**src/rtl/uart_rx_fifo.sv**
```systemverilog
// uart_rx_fifo: receive buffer between the UART receive engine and the processor.
//   Each completed character {status, data} is captured from the engine. A registered
//   one-cycle rx_read acknowledge then clears the engine's RXRDY. Captured characters
//   are queued in a circular FIFO that the processor reads with first-word fall-through.
//   When the FIFO is full the engine is not acknowledged. It keeps RXRDY asserted, and
//   its own OVF status flags any overrun that follows.
// Parameters:
//   DEPTH      number of entries (power of two, >= 2)
//   AW         log2(DEPTH); pointer width, count is AW+1 bits
// Ports:
//   clk        system clock, all state on posedge
//   rst        asynchronous active-high reset
//   rx_rdy     engine has a character waiting
//   rx_data    engine character data
//   rx_status  engine status {OVF, FERR, PERR}
//   rx_read    registered one-cycle acknowledge to the engine
//   cpu_rd     processor pop strobe (one cycle per pop)
//   cpu_data   head entry data
//   cpu_status head entry status
//   empty      count == 0
//   full       count == DEPTH
//   count      entries held, 0..DEPTH
// Optional feature (macro RX_FIFO_IRQ_EN):
//   irq_level  threshold input; rx_irq is a registered level interrupt that is set
//              when irq_level != 0 and count >= irq_level.
module uart_rx_fifo #(
  parameter int unsigned DEPTH = 16,
  parameter int unsigned AW    = 4
) (
  input  logic          clk,
  input  logic          rst,
  input  logic          rx_rdy,
  input  logic [7:0]    rx_data,
  input  logic [2:0]    rx_status,
  output logic          rx_read,
  input  logic          cpu_rd,
  output logic [7:0]    cpu_data,
  output logic [2:0]    cpu_status,
  output logic          empty,
  output logic          full,
  output logic [AW:0]   count
`ifdef RX_FIFO_IRQ_EN
  ,
  input  logic [AW:0]   irq_level,
  output logic          rx_irq
`endif
);

  typedef enum logic [0:0] {StIdle, StAck} state_e;

  state_e        state_q, state_d;
  logic          rx_read_q, rx_read_d;
  logic [AW-1:0] wr_ptr_q, wr_ptr_d;
  logic [AW-1:0] rd_ptr_q, rd_ptr_d;
  logic [AW:0]   count_q, count_d;
  logic          push, pop;

  // Entry layout: {status[2:0], data[7:0]}
  logic [10:0]   mem_q [DEPTH];

  assign empty = (count_q == '0);
  assign full  = (count_q == (AW+1)'(DEPTH));

  // Capture FSM. A push while full is allowed only when a pop frees the slot on the
  // same edge. In StAck the engine is still clearing RXRDY, so rx_rdy is ignored there.
  always_comb begin
    state_d   = state_q;
    rx_read_d = 1'b0;
    push      = 1'b0;
    unique case (state_q)
      StIdle: begin
        if (rx_rdy && (!full || cpu_rd)) begin
          push      = 1'b1;
          rx_read_d = 1'b1;
          state_d   = StAck;
        end
      end
      StAck: begin
        state_d = StIdle;
      end
      default: begin
        state_d = StIdle;
      end
    endcase
  end

  always_comb begin
    pop      = cpu_rd && !empty;
    wr_ptr_d = push ? wr_ptr_q + AW'(1) : wr_ptr_q;
    rd_ptr_d = pop  ? rd_ptr_q + AW'(1) : rd_ptr_q;
    count_d  = count_q;
    unique case ({push, pop})
      2'b10:   count_d = count_q + (AW+1)'(1);
      2'b01:   count_d = count_q - (AW+1)'(1);
      default: count_d = count_q;
    endcase
  end

  always_ff @(posedge clk or posedge rst) begin
    if (rst) begin
      state_q   <= StIdle;
      rx_read_q <= 1'b0;
      wr_ptr_q  <= '0;
      rd_ptr_q  <= '0;
      count_q   <= '0;
    end else begin
      state_q   <= state_d;
      rx_read_q <= rx_read_d;
      wr_ptr_q  <= wr_ptr_d;
      rd_ptr_q  <= rd_ptr_d;
      count_q   <= count_d;
    end
  end

  // Storage needs no reset; contents are don't-care while empty.
  always_ff @(posedge clk) begin
    if (push) begin
      mem_q[wr_ptr_q] <= {rx_status, rx_data};
    end
  end

  assign rx_read    = rx_read_q;
  assign count      = count_q;
  assign cpu_data   = mem_q[rd_ptr_q][7:0];
  assign cpu_status = mem_q[rd_ptr_q][10:8];

`ifdef RX_FIFO_IRQ_EN
  logic rx_irq_q, rx_irq_d;

  // Driven from the registered count, so rx_irq follows one clock after count changes.
  always_comb begin
    rx_irq_d = (irq_level != '0) && (count_q >= irq_level);
  end

  always_ff @(posedge clk or posedge rst) begin
    if (rst) begin
      rx_irq_q <= 1'b0;
    end else begin
      rx_irq_q <= rx_irq_d;
    end
  end

  assign rx_irq = rx_irq_q;
`endif

endmodule

```
**config.mk**
```make
export PLATFORM = sky130hd
export DESIGN_NAME = uart_rx_fifo
export DESIGN_NICKNAME = d
export VERILOG_FILES = /design/src/rtl/uart_rx_fifo.sv
export SDC_FILE = /design/constraint.sdc
export NUM_CORES = 1
export LEC_CHECK = 0
export ABC_AREA = 1
export CORE_MARGIN = 2
export CORE_UTILIZATION = 35
export CTS_BUF_LIST = sky130_fd_sc_hd__clkbuf_8 sky130_fd_sc_hd__clkbuf_16
export CTS_CLUSTER_SIZE = 12
export DETAILED_ROUTE_END_ITERATION = 10
export GPL_ROUTABILITY_DRIVEN = 0
export PLACE_DENSITY = 0.53
export SETUP_SLACK_MARGIN = 0.4
export SLEW_MARGIN = 20
export SYNTH_ARGS = -nofsm -noshare
export SYNTH_HDL_FRONTEND = slang
export SYNTH_SLANG_ARGS = --single-unit
```
**constraint.sdc**
```tcl
create_clock -name clk -period 3.85 [get_ports clk]
set_input_delay 0.385 -clock clk [delete_from_list [all_inputs] [get_ports clk]]
set_output_delay 0.385 -clock clk [all_outputs]
set_load 0.05 [all_outputs]
```
After elaboration in Yosys (flattened, before gate mapping)
Memories as Yosys holds them, arrays and structs flattened.
Cells that the tools add are included.
- add/subtract/negate cells: 4
- muxes and demuxes: 6
- equal/unequal tests: 3
- reduce and logical (&&, ||, !) cells: 7
- bitwise logic cells: 1
- operators by type and width (kind ; count):
    $pmux 5 s2 ; 1
    $add 4x1->4 const B ; 2
    $add 5x1->5 const B ; 1
    $eq 5x5->1 const B ; 1
    $logic_not 5->1 ; 1
    $sub 5x1->5 const B ; 1
    $mux 1 ; 4
    $eq 2x1->1 const B ; 1
    $eq 2x2->1 const B ; 1
    $logic_and 1x1->1 ; 2
    $logic_not 1->1 ; 2
    $pmux 1 s2 ; 1
    $reduce_bool 2->1 ; 1
    $logic_or 1x1->1 ; 1
    $not 1->1 ; 1
- register bits after elaboration: 15
- memories kept: 1
- word-level logic and storage cells: 27
- input bits: 15
- bits in writable memories: 176
- memory list (name ; words ; width ; rd ports ; clocked after memory_dff ; wr ports ; RTL line ; text):
    mem_q ; 16 ; 11 ; 1 ; 0 ; 1 ; 59 ; logic [10:0] mem_q [DEPTH];

Depth between registers and ports, before layout
- word-level depth: 8
- gate-level depth with buffers: 15
- depth with buffers taken out: 15

Worst setup path before layout
Ideal clock, no wire load.
- path type: reg2reg
- from: reg count_q[3] (netlist: count[3])
- to: reg count_q[4] (netlist: count[4])
- data required time: 3732 ps
- setup time: 118 ps
- clock period less this slack: 2544 ps
- setup slack: 1306 ps
- arrival: 2426 ps
- path buffers: 1
- stages on the path, launching flop included: 16
- path through: dfrtp_1 -> nor2_1 -> nand4_2 -> nand3_2 -> buf_6 -> ha_1 -> inv_1 -> fa_1 -> inv_1 -> nand2_1 -> nand2_1 -> nand2_1 -> nand2_1 -> nand2_1 -> nand2_1 -> nand2_1
- word-level cells in the longest chain between the ends: 8
- elaborated cells on any way between the ends: 15
- classes of those cells: add/sub (2); eq/ne (3); mux (3); reduce/logical (7)
- ends and longest elaborated chain (item ; RTL line ; text):
    from (decl) ; 55 ; logic [AW:0] count_q, count_d;
    from (signal assigned) ; 111 ; count_q <= count_d;
    $eq 5x5->1 ; 62 ; assign full = (count_q == (AW+1)'(DEPTH));
    $logic_not 1->1 ; 72 ; if (rx_rdy && (!full || cpu_rd)) begin
    $logic_or 1x1->1 ; 72 ;
    $logic_and 1x1->1 ; 72 ;
    $mux 1 ; 72 ;
    $mux 1 ; 70 ; unique case (state_q)
    $eq 2x1->1 / $eq 2x2->1 (equally long branches) ; 92 ; unique case ({push, pop})
    $pmux 5 s2 / $reduce_bool 2->1 (equally long branches) ; n/a ;
Parallel ways exist; a longest one is shown, timed or not.
A chain may end at the register's enable or synchronous reset.

Worst setup path in the final report
- from: reg rd_ptr_q[3]
- to: out cpu_data[3]
- word-level cells in the longest chain between the ends: 1
- ends and longest elaborated chain (item ; RTL line ; text):
    from (decl) ; 54 ; logic [AW-1:0] rd_ptr_q, rd_ptr_d;
    from (signal assigned) ; 110 ; rd_ptr_q <= rd_ptr_d;
    $mem_v2 16x11 ; n/a ;
    to (decl) ; 37 ; output logic [7:0] cpu_data,
Every way passes these cells.

==> summary.txt <==
Sequential fraction of the synthesis area = 68.27%
Antenna violations before repair = 0
Critical Setup Path Class = reg2out
Min-Delay Path Class = in2async
Combinational family with the most area after synthesis = simple AND/OR/NAND/NOR gates
Sink Count = 190
H-tree depth = 4
CTS tree = done
Hold Fails Final Rpt = 0
Post-CTS Setup Repair Bufs = 0
Top Ports = 34
Area leader, netlist = edfxtp_1
Most used cell, CP = nand2_1
Yosys cell types = 25
GRT overflow = 0
RSZ-0062 raised after global routing = no
First-pass DRT Iterations = 4
Fillers = 2293
Sum Neg Setup Slack = 0 ps
Int Pwr = 4.432 mW
HPWL after DPL = 11.85 mm
Sw frac = 40.59%
Critical path arrival = 2880 ps
Clk_skew = 9.220 ps
Mapped Cells = 788
Largest net degree at the start of global routing = 112
Core ar. = 23330 um^2
DRC viols = 0
Pwr Density = 773.7 nW/um^2
Psw = 3.027 mW
Clk root buf = clkbuf_16
Layout cells sized above 1 = 7.711%
Die span in x = 157.6 um
CP bufs+invs = 2
Adder-cell share of the synthesized area = 1.607%
Yosys Warn Count = 0
Final period util = 84.93%
Synth Area in XOR/XNOR = 0.5305%
Die Area = 24830 um^2
Layout area overhead = 16.80%
Final setup violation count = 0
CTS buffer count = 17
Clk_lat worst skew = 430 ps
Maximum vdd drop = 551.0 uV
Synth Area in Simple Gates = 21.99%
Final min period = 3270 ps
Clock Path Buffers = 2
Fin area = 9641 um^2
Tightest Pin Transition = 657.9 ps
Critical Path Sink Type = output port
Clock power frac = 25.5%
Port Buffers = 33
Crit path cell chain = inv_1 -> nand2_1 -> nor2_1 -> nand2_1 -> nand2_1 -> clkdlybuf4s50_1
Via Count = 5438
Area fraction of the dominant cell type after synthesis = 64.03%
N_diodes = 0
Pleak = 3.872 nW
# hold bufs at CTS = 0
Max Freq = 0.3058 GHz
Share of power burned in registers = 34.7%
Synth top area cells = edfxtp_1 (64%), nand2_1 (14%), dfrtp_1 (4.2%)
Antenna Nets Post-Route = 0
Delay-heaviest family, CP = buffers and inverters
Worst slew margin = 56.01%
Compound-Gate Fraction of Synth Area = 1.971%
Die height = 157.6 um
Status = finished, final reports clean
CP startpoint kind = register
WL/cell = 17.38 um
Mapped cell area = 8254 um^2
First-pass GRT wire length = 30.73 mm
Total Wirelength = 20.20 mm
Critical path's slowest cell = clkdlybuf4s50_1
Critical Path RT = 3460 ps
Global Route Usage Sum = 17.07%
Mapped Nets = 813
Register bit total from synthesis = 190
Crit-path max cell delay = 850 ps
Site Rows = 56
CP max FO = 13
Reg clk slew, reported paths = 70 ps
Vias per std cell = 4.680
Synthesized area per cell = 10.47 um^2
Initial DRC count = 460
Max Slew Vio Count = 0
Vias in the first global route = 5193
Cell Area, Placed = 8999 um^2
Initial core utilization = 35.38%
# Max-Cap Violations = 0
Final Power = 7.459 mW
Multiplexer share of the synthesized area = 0%
Combinational power share = 39.8%
Final net count = 856
-- path summary, 6_finish.rpt --
check                                        startpoint                      end  slack, ps  cells after the start
worst max-delay path            rd_ptr_q[3]$_DFFE_PP0P_              cpu_data[3]        580                      6
worst min-delay path                                rst  wr_ptr_q[1]$_DFFE_PP0P_        320                      2
worst max register to register     count[0]$_DFFE_PP0P_     count[4]$_DFFE_PP0P_       1270                     14
worst min register to register  rd_ptr_q[2]$_DFFE_PP0P_  rd_ptr_q[2]$_DFFE_PP0P_        530                      2
max in group asynchronous                           rst  rd_ptr_q[0]$_DFFE_PP0P_       3070                      2
min in group clk                rd_ptr_q[2]$_DFFE_PP0P_  rd_ptr_q[2]$_DFFE_PP0P_        530                      2
-- metal layers --
layer	vias to the layer above	global-route usage (%)	part of all wire, %
li1	2670	-	-
met1	2617	23.52	47
met2	134	27.32	47
met3	17	4.079	5.0
met4	0	4.242	0.93
met5	-	0	0
-- cells in the mapped netlist --
cell type    n
inv_1       67
nand3_1     62
o21ai_0      4
xnor2_1      2
inv_2        3
buf_4       12
nor2_4       1
o211ai_1    11
nand3_2      1
edfxtp_1   176
fa_1         1
a21oi_1     12
nand3b_1     1
clkbuf_1     8
or2_2        1
buf_1        1
ha_1         9
nand2_1    310
nand4_2      1
dfrtp_1     14
xor2_1       3
nor2_1      70
nand4_1      5
buf_6        2
buf_2       11
-- final cells by class --
class / instances / area, um^2 / area share (%)
inverter: 70 / 266.5 / 2.764
clock buffer: 17 / 425.4 / 4.413
clock inverter: 14 / 206.4 / 2.141
multi-input combinational: 494 / 2155 / 22.35
timing repair buffer: 58 / 548.0 / 5.685
tap: 319 / 399.1 / 4.140
sequential: 190 / 5640 / 58.51
-- worst reg2reg max path, stage by stage, from the launching register on --
cell and delay (ps):
dfrtp_1 430, nor2_1 230, nand4_2 210, nand3_2 320, ha_1 370, inv_1 90
fa_1 360, inv_1 80, nand2_1 60, nand2_1 80, nand2_1 50, nand2_1 50
nand2_1 50, nand2_1 60, nand2_1 50
-- placed cells by master (no fill, tap or decap), types with 2 or more instances in the layout --
| master | count |
|---|---|
| inv_6 | 4 |
| inv_1 | 66 |
| bufinv_16 | 4 |
| nand2_1 | 310 |
| nand4_1 | 5 |
| inv_2 | 3 |
| buf_12 | 2 |
| clkbuf_16 | 17 |
| dlymetal6s2s_1 | 2 |
| buf_4 | 23 |
| nor2_1 | 70 |
| clkinvlp_4 | 3 |
| nand3_1 | 62 |
| xor2_1 | 3 |
| dfrtp_1 | 12 |
| xnor2_1 | 2 |
| o211ai_1 | 11 |
| ha_1 | 9 |
| a21oi_1 | 12 |
| edfxtp_1 | 176 |
| o21ai_0 | 4 |
| clkdlybuf4s50_1 | 31 |
-- registers in the layout, indices dropped and copies added (netlist names) --
signal and cells:
rd_ptr_q 4, wr_ptr_q 4, mem_q 176, rx_read 1
count 5
-- stage by stage --
| stage | setup slack (ps) | hold WS (ps) | utilization, % | instances |
|---|---|---|---|---|
| floorplan | 1306 | 274.2 | - | 788 |
| global placement | 940.3 | 511.4 | 38.57 | 1131 |
| detailed placement | 896.8 | 511.1 | 38.57 | 1131 |
| CTS | 498.6 | 335.8 | 41.30 | 1162 |
| global route | 431.1 | 360.7 | 41.32 | 1162 |
| finish | 580.2 | 322.6 | 41.32 | 1162 |
-- cells by family after synthesis --
group | count (synthesis)
and+or+nand+nor | 452
DFF | 190
buffers and inverters | 104
AOI/OAI and AO/OA | 27
adders and majority gates | 10
xor gates and xnor gates | 5
-- what timing repair did --
item	CTS	global route
resized for setup	2	2
setup endpoints to repair	1	2
pin swaps	0	0
-- power groups by stage --
stage,Combinational [mW],Sequential [mW],Clock (mW)
2_1_floorplan,1.99,2.66,0
3_3_place_gp,2.98,2.63,0
3_5_place_dp,2.99,2.63,0
4_1_cts,3.00,2.59,1.93
5_1_grt,3.28,2.61,2.03
6_report,2.97,2.59,1.90
No activity file was read; power rests on OpenSTA's default activity.
